## config.mk

```make
export PLATFORM = sky130hd
export DESIGN_NAME = fifo_fwft_reader
export DESIGN_NICKNAME = d
export VERILOG_FILES = /design/src/rtl/fifo_fwft_reader.sv
export SDC_FILE = /design/constraint.sdc
export NUM_CORES = 1
export LEC_CHECK = 0
export BUFFER_PORTS_ARGS = -buffer_cell sky130_fd_sc_hd__buf_2
export CORE_MARGIN = 2
export CORE_UTILIZATION = 45
export DETAILED_ROUTE_END_ITERATION = 12
export PLACE_DENSITY = 0.66
export SLEW_MARGIN = 15
export SYNTH_ARGS = -nofsm -noshare
export SYNTH_HDL_FRONTEND = slang
export SYNTH_SLANG_ARGS = --single-unit
```

## constraint.sdc

```tcl
create_clock -name rd_clk -period 4.02 [get_ports rd_clk]
set_input_delay 0.201 -clock rd_clk [delete_from_list [all_inputs] [get_ports rd_clk]]
set_output_delay 0.201 -clock rd_clk [all_outputs]
set_load 0.02 [all_outputs]
```

## src/rtl/fifo_fwft_reader.sv

```systemverilog
// Read-side drain engine: issues FIFO reads against buffer credit and
// presents a first-word-fall-through valid/ready stream.
module fifo_fwft_reader #(
    parameter int DATA_WIDTH = 32,
    parameter int RD_LATENCY = 1,
    localparam int BUF_DEPTH = RD_LATENCY + 2,
    localparam int LW = $clog2(BUF_DEPTH + 1)
) (
    input  logic                  rd_clk,
    input  logic                  rd_rst_n,
    input  logic                  flush,
    output logic                  fifo_rd_en,
    output logic                  fifo_rd_oce,
    input  logic                  fifo_rd_empty,
    input  logic [DATA_WIDTH-1:0] fifo_rd_data,
    output logic                  m_valid,
    input  logic                  m_ready,
    output logic [DATA_WIDTH-1:0] m_data,
    output logic [LW-1:0]         m_level
);

    localparam int PW = (BUF_DEPTH > 1) ? $clog2(BUF_DEPTH) : 1;

    logic [RD_LATENCY-1:0] pipe_q, pipe_d;
    logic [PW-1:0]         wr_ptr_q, wr_ptr_d;
    logic [PW-1:0]         rd_ptr_q, rd_ptr_d;
    logic [LW-1:0]         level_q, level_d;
    logic [LW-1:0]         inflight;
    logic [LW:0]           credit;
    logic [DATA_WIDTH-1:0] mem_q [BUF_DEPTH];
    logic [DATA_WIDTH-1:0] mem_d [BUF_DEPTH];
    logic                  rd_en;
    logic                  push;
    logic                  pop;

    function automatic logic [PW-1:0] ptr_inc(input logic [PW-1:0] p);
        return (p == PW'(BUF_DEPTH - 1)) ? '0 : p + PW'(1);
    endfunction

    always_comb begin
        inflight = '0;
        for (int i = 0; i < RD_LATENCY; i++) begin
            inflight = inflight + LW'(pipe_q[i]);
        end
    end

    // Credit covers buffered plus in-flight words, so no m_ready term is needed.
    assign credit = {1'b0, level_q} + {1'b0, inflight};
    assign rd_en  = rd_rst_n && !fifo_rd_empty && !flush &&
                    (credit < (LW + 1)'(BUF_DEPTH));

    assign push = pipe_q[RD_LATENCY-1];
    assign pop  = m_valid && m_ready;

    assign fifo_rd_en  = rd_en;
    assign fifo_rd_oce = 1'b1;
    assign m_valid     = (level_q != '0);
    assign m_data      = mem_q[rd_ptr_q];
    assign m_level     = level_q;

    always_comb begin
        pipe_d = '0;
        if (!flush) begin
            pipe_d[0] = rd_en;
            for (int i = 1; i < RD_LATENCY; i++) begin
                pipe_d[i] = pipe_q[i-1];
            end
        end
    end

    always_comb begin
        wr_ptr_d = wr_ptr_q;
        rd_ptr_d = rd_ptr_q;
        level_d  = level_q;
        mem_d    = mem_q;
        if (flush) begin
            wr_ptr_d = '0;
            rd_ptr_d = '0;
            level_d  = '0;
        end else begin
            if (push) begin
                mem_d[wr_ptr_q] = fifo_rd_data;
                wr_ptr_d        = ptr_inc(wr_ptr_q);
            end
            if (pop) begin
                rd_ptr_d = ptr_inc(rd_ptr_q);
            end
            unique case ({push, pop})
                2'b10:   level_d = level_q + LW'(1);
                2'b01:   level_d = level_q - LW'(1);
                default: level_d = level_q;
            endcase
        end
    end

    always_ff @(posedge rd_clk or negedge rd_rst_n) begin
        if (!rd_rst_n) begin
            pipe_q   <= '0;
            wr_ptr_q <= '0;
            rd_ptr_q <= '0;
            level_q  <= '0;
            for (int i = 0; i < BUF_DEPTH; i++) begin
                mem_q[i] <= '0;
            end
        end else begin
            pipe_q   <= pipe_d;
            wr_ptr_q <= wr_ptr_d;
            rd_ptr_q <= rd_ptr_d;
            level_q  <= level_d;
            mem_q    <= mem_d;
        end
    end

    overflow_a: assert property (@(posedge rd_clk) disable iff (!rd_rst_n)
        !(push && !flush && !pop && (level_q == LW'(BUF_DEPTH))));

endmodule

```

Yosys cells after proc, flatten, opt, wreduce, memory -nomap -nowiden
Cells that the tools add are included.
Storage, ports and cells
  bits in registers: 103
  output and inout port bits: 37
  logic and storage cells: 50
Cells by class
  add/sub/neg operators: 5
  $lt $le $gt $ge: 4
  eq/ne operators: 4
  multiplexer cells: 15
  bitwise operators: 3
  reduce and logical (&&, ||, !) cells: 12
Operators with widths (count)
  bitwise mux 96 bit: 1
  two-way mux 32 bit: 3
  binary-select mux 32 bit (select 2 bit): 1
  demux 32 bit (select 2 bit): 1
  two-way mux 2 bit: 7
  adder 2 x 1 -> 2 bit (second input constant): 3
  == test 2 bit (second input constant): 3
  >= comparator 3 bit (second input constant): 2
  NOT 2 -> 3 bit: 2
  nonzero test 2 bit: 3
  logical AND 1 bit: 5
  one-hot mux 2 bit (2 select lines): 1
  adder 2 x 1 -> 3 bit: 1
  less-than comparator 3 x 1 -> 1 bit (second input constant): 1
  less-than comparator 3 x 2 -> 1 bit (second input constant): 1
  nonzero test 3 bit: 1
  == test 2 x 1 -> 1 bit (second input constant): 1
  logical NOT 1 bit: 2
  AND reduction 2 bit: 1
  subtractor 2 x 1 -> 2 bit (second input constant): 1
  two-way mux 1 bit: 1
  NOT 1 bit: 1

Longest topological paths before layout
  depth after elaboration: 6
  mapped depth: 6
  gate-level depth less buffers: 4

Worst setup path after synthesis
No wires, ideal clock.
  path type: register to output
  start: reg level_q[0] (netlist: m_level[0])
  end: out fifo_rd_en
  arrival time: 1845 ps
  required time: 3819 ps
  slack: 1974 ps
  stages on the path, launching flop included: 5
  buffers on the path: 0
  cell sequence: dfrtp_1 -> ha_1 -> ha_1 -> or4b_2 -> a21oi_1
On the way
  word-level cells in the longest chain between the ends: 3
Ends and longest elaborated chain
  start, declared: line 27  | logic [LW-1:0] level_q, level_d;
  start signal, assigned: line 109  | level_q <= level_d;
  adder 2 x 1 -> 3 bit: line 48  | assign credit = {1'b0, level_q} + {1'b0, inflight};
  less-than comparator 3 x 2 -> 1 bit: line 50  | (credit < (LW + 1)'(BUF_DEPTH));
  logical AND 1 bit: line 49  | assign rd_en = rd_rst_n && !fifo_rd_empty && !flush &&
  end, declared: line 12  | output logic fifo_rd_en,
No other way between the ends.

Final worst setup path
  start: reg rd_ptr_q[1]
  end: out m_data[2]
On the way
  word-level cells in the longest chain between the ends: 4
Ends and longest elaborated chain
  start, declared: line 26  | logic [PW-1:0] rd_ptr_q, rd_ptr_d;
  start signal, assigned: line 108  | rd_ptr_q <= rd_ptr_d;
  NOT 2 -> 3 bit (not written as such): line 58  | assign m_data = mem_q[rd_ptr_q];
  binary-select mux 32 bit (select 2 bit): line 58
  two-way mux 32 bit (not written as such) (2 in a row): line 58
  end, declared: line 18  | output logic [DATA_WIDTH-1:0] m_data,
No other way between the ends. The select of a mux whose other input is x is not followed.

==> run_results.csv <==
group,metric,value,unit
global_routing,grt_pass1_wl,14900,um
setup_path,crit_slowest_cell,"nor2b_4",
die,dieArea,11200,um^2
job,maxCapViolCount,0,
global_routing,grt.total_usage,0.169,
detailed_routing,drtPass1Iterations,4,
setup_path,crit_buf_inv,1,
power,p_int,1.63,mW
global_routing,use_met1,0.238,
clock_tree,clk-insertion-delay-late,0.37,ns
setup_path,end_kind,"primary output",
die,ios,74,
detailed_routing,drt_iter0_drc,104,
timing,timing.final.crit_share,0.667,
global_routing,grt_use_met2,0.265,
synth,yosys_register_bits,103,
setup_path,crit_chain,"nor2b_4 -> nand2_1 -> o21ai_0 -> buf_2",
setup_path,crit_type,"reg2out",
timing,fin_skew,0.0117,ns
synth,syn_area,4660,um^2
setup_path,max_stage_delay,0.83,ns
detailed_routing,final_antenna_net_count,0,
die,initial_core_util,0.457,
clock_tree,postCtsHoldBufs,1,
placement,dpl.hpwl,5600,um
synth,ys_warn_count,0,
setup_path,worstPathRequired,3.82,ns
global_routing,grt_overflow,0,
clock_tree,cts_buffers,9,
timing,tightestPinTransition,1.08,ns
clock_tree,cts_max_level,3,
timing,hold_viol_final,0,
clock_tree,clkTransAtPathRegs,0.10,ns
synth,synth.avg_cell_area,13.3,um^2
setup_path,start_kind,"flop",
die,dieWidth,106,um
placement,gp_congestion,0.709,
detailed_routing,drc,0,
power,clkPwrFrac,0.263,
detailed_routing,wire_per_inst,15.7,um
final_layout,layout.cells.non_filler,559,
clock_tree,cts_setup_buffers,0,
synth,syn_nets,389,
die,die_h,106,um
power,powerDensity,443,nW/um^2
power,power_switching,712,uW
final_layout,final_common_cell,"dfrtp_1",
clock_tree,cts.sinks,103,
final_layout,drive_above_1_share,0.456,
clock_tree,root_buffer,"clkbuf_8",
setup_path,crit_family,"simple AND/OR/NAND/NOR gates",
synth,netlist-cell-type-count,27,
die,rows,37,
synth,synth_ff_type,"dfrtp_1",
timing,slew_headroom,0.282,
synth,syn_inst,350,
final_layout,diodes,0,
die,core-area,10200,um^2
final_layout,mostFrequentLayoutCells,"102 x dfrtp_1, 92 x mux2_2, 71 x buf_2",
placement,io_buffers,72,
power,combPwrFrac,0.207,
detailed_routing,wl,8780,um
final_layout,syn_to_final_growth,13.7,%
global_routing,top_usage_layer,"met2",
detailed_routing,drt-vias-per-instance,5.16,
clock_tree,post_cts_resized,0,
synth,yosysSeqAreaShare,0.553,
global_routing,first_global_vias,2994,
timing,fin_setup_tns,0,ns
final_layout,fill_cells,914,
synth,async_reset_ff_frac,1.00,
power,p_sw_frac,0.303,
placement,dp_cells,542,
timing,period_needed,2.68,ns
timing,setup_violations,0,
timing,rsz0062_at_grt,"false",
min_path,min_path_type,"in2reg",
detailed_routing,vias,2885,
setup_path,path_max_fanout,35,
power,leakagePower,2.44,nW
clock_tree,cts_tree,"yes",
setup_path,arrival,2.48,ns
global_routing,antenna_found_initial,0,
timing,max_freq,373,MHz
clock_tree,clockBufferDepth,2,
power,seqPwrFrac,0.530,
synth,synth_edf_count,0,
global_routing,grt_max_degree,68,
global_routing,grt_use_met3,0.0359,
power,vdd_drop_max,0.193,mV
outcome,status,"completed",
timing,slew_violations,0,
final_layout,nets,457,
==> sequential cells by signal, indices dropped and copies added (netlist names) <==
name      flops
m_level       2
mem_q        96
pipe_q        1
rd_ptr_q      2
wr_ptr_q      2
==> per-stage QoR <==
step	power [mW]	cell area [um^2]	worst slack (ns)	utilization	hold WS, ns
2_1_floorplan	1.57	4660	1.97	-	-0.0946
3_3_place_gp	1.75	5100	1.71	0.500	0.193
3_5_place_dp	1.76	5100	1.66	0.500	0.191
4_1_cts	2.38	5290	1.26	0.520	0.0632
5_1_grt	2.49	5290	1.11	0.520	0.0668
6_report	2.35	5290	1.34	0.520	0.0831
==> power groups by stage <==
| stage | Combinational [mW] | Sequential (mW) | Clock (mW) |
|---|---|---|---|
| 3_3_place_gp | 0.486 | 1.26 | 0 |
| 6_report | 0.486 | 1.24 | 0.616 |
| 4_1_cts | 0.496 | 1.25 | 0.637 |
| 3_5_place_dp | 0.495 | 1.27 | 0 |
| 2_1_floorplan | 0.328 | 1.25 | 0 |
| 5_1_grt | 0.540 | 1.26 | 0.684 |
==> synthesized netlist by cell type (2+ instances only) <==
cell type / n / area (um^2)
dfrtp_1: 103 / 2580
mux2_2: 92 / 1040
mux2i_1: 34 / 340
o21ai_0: 34 / 170
nand2_1: 33 / 124
clkbuf_1: 7 / 26.3
a21oi_1: 5 / 25.0
buf_4: 5 / 37.5
buf_6: 5 / 56.3
nor2_1: 5 / 18.8
buf_2: 4 / 20.0
mux2_1: 4 / 45.0
ha_1: 2 / 25.0
nand2b_1: 2 / 12.5
nor2b_1: 2 / 12.5
nor3b_4: 2 / 37.5
==> cells by family after synthesis <==
logic type	Yosys count	synth area share
compound gates	40	0.0435
fa+ha+maj	2	0.00537
buf+inv	21	0.0301
flops	103	0.553
mux	130	0.305
other cells	1	0.000805
simple gates	53	0.0615
==> layer usage <==
metal / part of all wire / wire, um
met1: 0.49 / 4310
met2: 0.46 / 4080
met3: 0.033 / 291
met4: 0.011 / 98
met5: 0 / 0
==> layout make-up <==
type / instances / area, um^2 / area share
Multi-Input combinational cell: 226 / 1950 / 0.368
Timing Repair Buffer: 78 / 410 / 0.0775
Tap cell: 136 / 170 / 0.0321
Clock inverter: 7 / 63.8 / 0.0121
Clock buffer: 9 / 124 / 0.0234
Sequential cell: 103 / 2580 / 0.487
==> final timing paths <==
check                           startpoint          end  slack [ns]  depth (start not counted)
hold / removal             fifo_rd_data[5]    mem_q[69]        0.08                          2
hold reg to reg                  mem_q[69]    mem_q[69]        0.50                          1
max in group asynchronous         rd_rst_n  rd_ptr_q[1]        2.44                          3
setup reg to reg               rd_ptr_q[1]  rd_ptr_q[1]        2.03                          3
min in group asynchronous         rd_rst_n   m_level[0]        0.33                          2
setup / recovery               rd_ptr_q[1]    m_data[2]        1.34                          4
(Power assumes the default switching activity.)
